**src/rtl/ddr_cmd_issuer.sv**
```systemverilog
// DDR4 closed-page command issuer: one request at a time (ACT, CAS, PRE) with periodic REF
// and delay-line data-phase start pulses for the write driver and read checker.
module ddr_cmd_issuer #(
    parameter int T_RCD  = 4,
    parameter int T_RP   = 4,
    parameter int T_RAS  = 10,
    parameter int CL     = 5,
    parameter int CWL    = 4,
    parameter int T_WR   = 3,
    parameter int T_RTP  = 2,
    parameter int T_RFC  = 8,
    parameter int T_REFI = 100
) (
    input  logic        clock_t,
    input  logic        reset_n,
    input  logic        req_valid,
    output logic        req_ready,
    input  logic        req_rw,
    input  logic        req_bl8,
    input  logic [1:0]  req_bg,
    input  logic [1:0]  req_ba,
    input  logic [14:0] req_row,
    input  logic [9:0]  req_col,
    output logic        cs_n,
    output logic        act_n,
    output logic        ras_n_a16,
    output logic        cas_n_a15,
    output logic        we_n_a14,
    output logic [1:0]  bg_addr,
    output logic [1:0]  ba_addr,
    output logic        addr13,
    output logic        bc_n_a12,
    output logic        addr11,
    output logic        ap_a10,
    output logic [9:0]  addr9_0,
    output logic        wr_data_start,
    output logic        rd_data_start,
    output logic        ref_overrun
);

    localparam int WAIT_W = 10;
    localparam int REFI_W = (T_REFI > 2) ? $clog2(T_REFI) : 1;
    localparam logic [REFI_W-1:0] REFI_LAST = REFI_W'(T_REFI - 1);

    // CAS-to-PRE distance: the later of the tRAS bound and the data-path bound
    localparam int RAS_AFTER_CAS = T_RAS - T_RCD;
    localparam int WR8_RAW = CWL + 4 + T_WR;
    localparam int WR4_RAW = CWL + 2 + T_WR;
    localparam int REC_WR8 = (RAS_AFTER_CAS > WR8_RAW) ? RAS_AFTER_CAS : WR8_RAW;
    localparam int REC_WR4 = (RAS_AFTER_CAS > WR4_RAW) ? RAS_AFTER_CAS : WR4_RAW;
    localparam int REC_RD  = (RAS_AFTER_CAS > T_RTP) ? RAS_AFTER_CAS : T_RTP;

    // Pin word: {cs,act,ras,cas,we, bg[1:0], ba[1:0], a13, a12, a11, a10, a9_0}
    localparam logic [22:0] PINS_DES = {5'b11111, 18'd0};

    typedef enum logic [3:0] {
        S_IDLE       = 4'd0,
        S_ACT        = 4'd1,
        S_RCD_WAIT   = 4'd2,
        S_CAS        = 4'd3,
        S_RECOV_WAIT = 4'd4,
        S_PRE        = 4'd5,
        S_RP_WAIT    = 4'd6,
        S_REF        = 4'd7,
        S_RFC_WAIT   = 4'd8
    } state_e;

    state_e              state_q, state_d;
    logic [WAIT_W-1:0]   wait_q, wait_d;
    logic [REFI_W-1:0]   ref_cnt_q, ref_cnt_d;
    logic                ref_pending_q, ref_pending_d;
    logic                ref_overrun_q, ref_overrun_d;
    logic                rw_q, rw_d;
    logic                bl8_q, bl8_d;
    logic [1:0]          bg_q, bg_d;
    logic [1:0]          ba_q, ba_d;
    logic [14:0]         row_q, row_d;
    logic [9:0]          col_q, col_d;
    logic [22:0]         pins_q, pins_d;
    logic                req_ready_q, req_ready_d;
    logic [CWL:0]        wr_pipe_q, wr_pipe_d;
    logic [CL:0]         rd_pipe_q, rd_pipe_d;

    logic                hs_s;
    logic                wrap_s;
    logic [WAIT_W-1:0]   rec_s;

    assign hs_s   = req_valid && req_ready_q;
    assign wrap_s = (ref_cnt_q == REFI_LAST);
    assign rec_s  = rw_q ? (bl8_q ? WAIT_W'(REC_WR8) : WAIT_W'(REC_WR4)) : WAIT_W'(REC_RD);

    // State, latched request, refresh bookkeeping and output registers
    always_ff @(posedge clock_t or negedge reset_n) begin
        if (!reset_n) begin
            state_q       <= S_IDLE;
            wait_q        <= {WAIT_W{1'b0}};
            ref_cnt_q     <= {REFI_W{1'b0}};
            ref_pending_q <= 1'b0;
            ref_overrun_q <= 1'b0;
            rw_q          <= 1'b0;
            bl8_q         <= 1'b0;
            bg_q          <= 2'd0;
            ba_q          <= 2'd0;
            row_q         <= 15'd0;
            col_q         <= 10'd0;
            pins_q        <= PINS_DES;
            req_ready_q   <= 1'b0;
            wr_pipe_q     <= {(CWL+1){1'b0}};
            rd_pipe_q     <= {(CL+1){1'b0}};
        end else begin
            state_q       <= state_d;
            wait_q        <= wait_d;
            ref_cnt_q     <= ref_cnt_d;
            ref_pending_q <= ref_pending_d;
            ref_overrun_q <= ref_overrun_d;
            rw_q          <= rw_d;
            bl8_q         <= bl8_d;
            bg_q          <= bg_d;
            ba_q          <= ba_d;
            row_q         <= row_d;
            col_q         <= col_d;
            pins_q        <= pins_d;
            req_ready_q   <= req_ready_d;
            wr_pipe_q     <= wr_pipe_d;
            rd_pipe_q     <= rd_pipe_d;
        end
    end

    // Next-state, wait counter, request latch and refresh interval tracking
    always_comb begin
        state_d       = state_q;
        wait_d        = wait_q;
        rw_d          = rw_q;
        bl8_d         = bl8_q;
        bg_d          = bg_q;
        ba_d          = ba_q;
        row_d         = row_q;
        col_d         = col_q;
        ref_cnt_d     = wrap_s ? {REFI_W{1'b0}} : ref_cnt_q + {{(REFI_W-1){1'b0}}, 1'b1};
        ref_overrun_d = ref_overrun_q | (wrap_s & ref_pending_q);
        // A fresh expiry wins over the clear from a REF issued in the same cycle
        if (wrap_s) begin
            ref_pending_d = 1'b1;
        end else if (state_q == S_REF) begin
            ref_pending_d = 1'b0;
        end else begin
            ref_pending_d = ref_pending_q;
        end

        case (state_q)
            S_IDLE: begin
                if (hs_s) begin
                    state_d = S_ACT;
                    rw_d    = req_rw;
                    bl8_d   = req_bl8;
                    bg_d    = req_bg;
                    ba_d    = req_ba;
                    row_d   = req_row;
                    col_d   = req_col;
                end else if (ref_pending_q || wrap_s) begin
                    state_d = S_REF;
                end else begin
                    state_d = S_IDLE;
                end
            end
            S_ACT: begin
                if (T_RCD > 1) begin
                    state_d = S_RCD_WAIT;
                    wait_d  = WAIT_W'(T_RCD - 1);
                end else begin
                    state_d = S_CAS;
                end
            end
            S_RCD_WAIT: begin
                if (wait_q <= 10'd1) begin
                    state_d = S_CAS;
                end else begin
                    wait_d = wait_q - 10'd1;
                end
            end
            S_CAS: begin
                if (rec_s > 10'd1) begin
                    state_d = S_RECOV_WAIT;
                    wait_d  = rec_s - 10'd1;
                end else begin
                    state_d = S_PRE;
                end
            end
            S_RECOV_WAIT: begin
                if (wait_q <= 10'd1) begin
                    state_d = S_PRE;
                end else begin
                    wait_d = wait_q - 10'd1;
                end
            end
            S_PRE: begin
                if (T_RP > 1) begin
                    state_d = S_RP_WAIT;
                    wait_d  = WAIT_W'(T_RP - 1);
                end else begin
                    state_d = S_IDLE;
                end
            end
            S_RP_WAIT: begin
                if (wait_q <= 10'd1) begin
                    state_d = S_IDLE;
                end else begin
                    wait_d = wait_q - 10'd1;
                end
            end
            S_REF: begin
                if (T_RFC > 1) begin
                    state_d = S_RFC_WAIT;
                    wait_d  = WAIT_W'(T_RFC - 1);
                end else begin
                    state_d = S_IDLE;
                end
            end
            S_RFC_WAIT: begin
                if (wait_q <= 10'd1) begin
                    state_d = S_IDLE;
                end else begin
                    wait_d = wait_q - 10'd1;
                end
            end
            default: begin
                state_d = S_IDLE;
            end
        endcase
    end

    // Registered pin/ready/pulse values are decoded from the state being entered
    always_comb begin
        pins_d      = PINS_DES;
        req_ready_d = (state_d == S_IDLE) && !ref_pending_d;
        wr_pipe_d   = {wr_pipe_q[CWL-1:0], (state_d == S_CAS) && rw_d};
        rd_pipe_d   = {rd_pipe_q[CL-1:0], (state_d == S_CAS) && !rw_d};
        case (state_d)
            S_ACT:   pins_d = {4'b0000, row_d[14], bg_d, ba_d, row_d[13:0]};
            S_CAS:   pins_d = {(rw_d ? 5'b01100 : 5'b01101), bg_d, ba_d,
                               1'b0, bl8_d, 1'b0, 1'b0, col_d};
            S_PRE:   pins_d = {5'b01010, bg_d, ba_d, 4'b0000, 10'd0};
            S_REF:   pins_d = {5'b01001, 18'd0};
            default: pins_d = PINS_DES;
        endcase
    end

    assign req_ready     = req_ready_q;
    assign cs_n          = pins_q[22];
    assign act_n         = pins_q[21];
    assign ras_n_a16     = pins_q[20];
    assign cas_n_a15     = pins_q[19];
    assign we_n_a14      = pins_q[18];
    assign bg_addr       = pins_q[17:16];
    assign ba_addr       = pins_q[15:14];
    assign addr13        = pins_q[13];
    assign bc_n_a12      = pins_q[12];
    assign addr11        = pins_q[11];
    assign ap_a10        = pins_q[10];
    assign addr9_0       = pins_q[9:0];
    assign wr_data_start = wr_pipe_q[CWL];
    assign rd_data_start = rd_pipe_q[CL];
    assign ref_overrun   = ref_overrun_q;

endmodule

```
**config.mk**
```make
export PLATFORM = sky130hd
export DESIGN_NAME = ddr_cmd_issuer
export DESIGN_NICKNAME = d
export VERILOG_FILES = /design/src/rtl/ddr_cmd_issuer.sv
export SDC_FILE = /design/constraint.sdc
export NUM_CORES = 1
export LEC_CHECK = 0
export CAP_MARGIN = 15
export CORE_MARGIN = 2
export CORE_UTILIZATION = 53
export CTS_BUF_LIST = sky130_fd_sc_hd__clkbuf_4
export CTS_CLUSTER_DIAMETER = 100
export CTS_CLUSTER_SIZE = 24
export DETAILED_ROUTE_END_ITERATION = 8
export PLACE_DENSITY = 0.91
export SLEW_MARGIN = 20
export SYNTH_ARGS = -nofsm -noshare
export SYNTH_HDL_FRONTEND = slang
export SYNTH_SLANG_ARGS = --single-unit
export TNS_END_PERCENT = 1
```
**constraint.sdc**
```tcl
create_clock -name clock_t -period 2.5 [get_ports clock_t]
set_input_delay 0.5 -clock clock_t [delete_from_list [all_inputs] [get_ports clock_t]]
set_output_delay 0.5 -clock clock_t [all_outputs]
set_load 0.03 [all_outputs]
```
# == Word level (Yosys, flattened, before mapping) ==
# Cells that the tools add are included.
# word_totals
input_bits,34
register_bits,89
output_inout_bits,27
word_cells,80
# classes
eq_ne,15
n_addsub,3
order_cmp,2
bitwise_logic,2
n_reduce_logical,14
mux,29
# ops
cell,count
$pmux W23 S4,1
$mux W10,4
$pmux W10 S4,1
$pmux W4 S8,1
$mux W15,2
$eq A4 B3 Y1 const B,6
$mux W4,4
$eq A4 B2 Y1 const B,3
$le A10 B1 Y1 const B,1
$mux W2,5
$sub A10 B1 Y10 const B,1
$eq A4 B1 Y1 const B,2
$logic_not A4 Y1,2
$mux W1,8
$add A7 B1 Y7 const B,1
$eq A7 B7 Y1 const B,1
$mux W7,1
$mux W3,2
$sub A4 B1 Y5 const B,1
$eq A4 B4 Y1 const B,1
$gt A4 B1 Y1 const B,1
$logic_and A1 B1 Y1,4
$ne A2 B2 Y1 const B,2
$reduce_bool A4 Y1,1
7 further kinds,9

# == Logic depth before layout (Yosys ltp) ==
# depth
ltp_word,7
ltp_mapped,8
depth_no_buf,7

# == Worst setup path before layout ==
# OpenSTA, ideal clock, no wires.
# synth_timing
path_kind,register -> register
from,register wait_q[0]
to,register wait_q[5]
setup_time_ns,0.078
path_slack_ns,0.487
arrival_time_ns,1.934
n_path_buf,0
path_stages_with_launch,8
synth_period_minus_slack_ns,2.013
required_time_ns,2.422
path_cell_list,dfrtp_1 -> inv_1 -> ha_1 -> or2_2 -> a41oi_1 -> a211oi_4 -> or4_1 -> a21oi_1
# synth_via
elab_chain_len,3
word_cells_on_any_way,6
classes_between,add/sub (1); order compare (1); eq/ne (1); mux (2); reduce/logical (1)
# synth_rtl
item,line_no,text
from (decl),69,"logic [WAIT_W-1:0] wait_q, wait_d;"
from (signal assigned),96,wait_q <= {WAIT_W{1'b0}};
from (signal assigned),112,wait_q <= wait_d;
$sub A10 B1 Y10 / $le A10 B1 Y1 (equally long branches),--,
$mux W10 / $ne A2 B2 Y1 (equally long branches),--,
$pmux W10 S4 / $reduce_and A3 Y1 (equally long branches),--,
# Parallel ways exist; a longest one is shown, timed or not. The select of a mux whose other input is x is not followed.
# A chain may end at the register's enable or synchronous reset.

# == Worst setup path after layout ==
# layout_timing
from,register wait_q[0]
to,register wait_q[8]
# The elaborated chain is that of the path after synthesis.

==> results.md <==
* Max Slew Vio Count at 0
* RSZ-0062 raised after global routing: no
* Grt total ovfl at 0
* Antenna viol nets, final at 0
* Final Power at 4.30 mW
* Post-synthesis cell type count at 60
* Die Area at 0.00664 mm²
* Cell count after synthesis at just over 300
* Vias at roughly 2,500
* R2R depth at 7
* Clk_lat worst skew at between 0.4 and 0.5 ns
* Top FF cell, synth: dfrtp_1
* DR DRC count at 0
* CP Class: flop to flop
* Initial antenna violation count at 0
* Xor and xnor fraction of the mapped netlist area at 1.93%
* Syn_area_per_cell at about 10 µm²
* Final wirelength at a little over 7000 µm
* CTS tree: done
* Required time worst endpoint at ~2.8 ns
* Rows at 28
* Worst vdd ir at 598 µV
* Placeable core area at about 0.0059 mm²
* Data arrival, critical path at about 2.6 ns
* Flops & latches, synth at 74
* Clock transition at path regs at around 0.12 ns
* Post-CTS setup buffers at 0
* Fin crit period at ~2.3 ns
* First-pass GRT wire length at about 12,000 µm
* Seq. cell area at 0.00186 mm²
* Clock sink count at 74
* N_diodes at 0
* Synth Area in Adders at approximately 1.2%
* Final TNS setup at 0 ns
* Area Overhead vs Synth at 25.6%
* Share of cells above drive strength 1 at approximately an eighth
* Cts bufs inserted at 9
* Die width at approximately 80 µm
* Average wire per standard cell at around 16 µm
* LEAKAGE at 1.88 nW
* Ports at 61
* Number of flops mapped to enable cells by yosys at 0
* Most frequent cells in the layout: 80 x nand2_1, 69 x dfrtp_1, 59 x clkdlybuf4s50_1
* Hold Path Class: input pin to async pin
* Die Y at just over 80 µm
* TritonRoute pass-1 iters at 4
* Footprint of the multi-input gates at 0.00120 mm²
* Simple-gate portion of the synthesized area at between 20% and 30%
* Top achievable clock speed at 439 MHz
* Tcrit/Tclk final at 91.2%
* Port bufs at 60
* Maximum level of the CTS H-tree at 3
* Post-Syn Nets at ~350
* Commonest non-fill, non-tap cell in the layout: nand2_1
* Final hold slack at 0.0776 ns
* Total GRT Usage at 23.8%
* Reg2Reg Setup Slack at 0.22 ns
* Placed insts at 435
* Filler cells at a little over 400
* Post-CTS resize count at 0
* Post-synthesis mux area share at 0.315%
* Area fraction in compound gates after synthesis at between 10% and 20%
* Initial Utilization at between 50% and 60%
* Async set-or-reset flop fraction in the synthesized netlist at 100%
* Final RePlAce weighted congestion at 0.864
* Critical path peak fanout at 18
* Drt initial violations at between 100 and 150
* Worst rel slew slack at 55.4%
* CTS Hold Bufs at 0
* Synthesized area at 0.00318 mm²
* Post-route insts no fill at roughly 450
* Critical path startpoint category: flop
* Fin. Hold Viols at 0
* CP Capture Type: flop
* Max-Cap Viols at 0
* Largest family of logic cells by synthesized area: simple AND/OR/NAND/NOR gates
* Largest net degree at the start of global routing at ~50
* FF-to-FF Start: wait_q[0]
* Post-DP HPWL at slightly above 5000 µm
* Worst R2R End: wait_q[8]
* Fin Clk Skew at approximately 0.014 ns
* Setup-failing EPs final at 0
* Cell area power density at roughly 1100 mW/mm²
* Avg Vias per Cell at about 5.5
* Sequential share of the synthesized area at 58.4%
* Vias in the first global route at 2,480
* NumNets Final at just over 400
* Status: completed
* Synth warn at 0
* CTS max path bufs at 2
* Worst Max-Slew Pin Slew at 0.666 ns
* Root Buffer: clkbuf_4
logic make-up (layout without fill, tap and decap cells):
kind of cell | Yosys count | after routing
DFF | 74 | 74
buffers and inverters | 26 | 93
AOI/OAI and AO/OA | 46 | 46
and+or+nand+nor | 152 | 152
adders and majority gates | 3 | 3
xor gates and xnor gates | 7 | 7
muxes | 1 | 1
per-stage QoR:
step	area (µm²)	utilization, %	setup WS, ns
floorplan	3180	-	0.487
finish	4000	68.3	0.221
CTS	4000	68.3	0.230
global route	4000	68.3	0.0673
global placement	3860	66.0	0.376
detailed placement	3860	66.0	0.262
layer usage:
layer  up-vias  part of all wire, %  global-route usage [%]
met5         -                    0                       0
met3        14                  3.2                    4.95
met2        68                   50                    39.1
li1       1195                    -                       -
met4         0                  2.6                    11.4
met1      1220                   44                    30.3
critical path: stages (launching register included):
cell and delay, ns:
dfrtp_1 0.43, inv_1 0.06, ha_1 0.23, or2_2 0.32, a41oi_2 0.29, a211oi_4 0.20
or4_1 0.51, a21oi_1 0.15
synthesized netlist by cell type (all sizes together) (2+ instances only):
cell    count  area, µm²
nand2      80        300
dfrtp      69       1730
nor2       15       58.8
buf        11       61.3
nand4      11       68.8
a21oi      10       53.8
inv         9       33.8
or4         7       52.6
and2        6       37.5
clkbuf      6       22.5
nor3        6       35.0
and3        5       31.3
dfstp       5        131
nand3       5       25.0
o31ai       5       37.5
xnor2       5       43.8
a21o        4       30.0
o21ai       4       20.0
a211oi      3       35.0
ha          3       37.5
nor2b       3       18.8
or3         3       20.0
a41oi       2       25.0
nand2b      2       20.0
nor4        2       18.8
o21bai      2       15.0
o221a       2       22.5
o22ai       2       12.5
or2         2       12.5
xor2        2       17.5
sequential cells by signal, summed over array words and instances, names as in the netlist, 2 cells and up:
register	count
wr_pipe_q	5
state_q	4
ref_cnt_q	7
bg_q	2
col_q	10
pins_q	23
wait_q	10
rd_pipe_q	6
ba_q	2
layout make-up:
cell class,count,share of cell area [%]
inverters,9,0.845
multi-input cells,209,30.2
repair buffers,68,16.7
flip-flops and latches,74,46.5
clock buffers,11,2.07
well taps,75,2.35
clock inverters,5,1.38
report_power, final:
part | switching (mW) | total (mW) | leakage [nW] | internal (mW)
combinational | 1.09 | 1.82 | 0.843 | 0.731
clock | 0.412 | 0.737 | 0.0745 | 0.325
sequential | 0.232 | 1.74 | 0.959 | 1.51
worst max path at each step:
stage | endpoint | cells after the start | startpoint | slack [ns]
4_1_cts | wait_q[8] | 7 | wait_q[0] | 0.23
5_1_grt | wait_q[9] | 7 | wait_q[0] | 0.07
6_report | wait_q[8] | 7 | wait_q[0] | 0.22
2_1_floorplan | wait_q[5] | 7 | wait_q[0] | 0.49
3_3_place_gp | wait_q[5] | 7 | wait_q[0] | 0.38
3_5_place_dp | wait_q[8] | 7 | wait_q[0] | 0.26
Note: power is estimated with default switching activity, not from simulation.
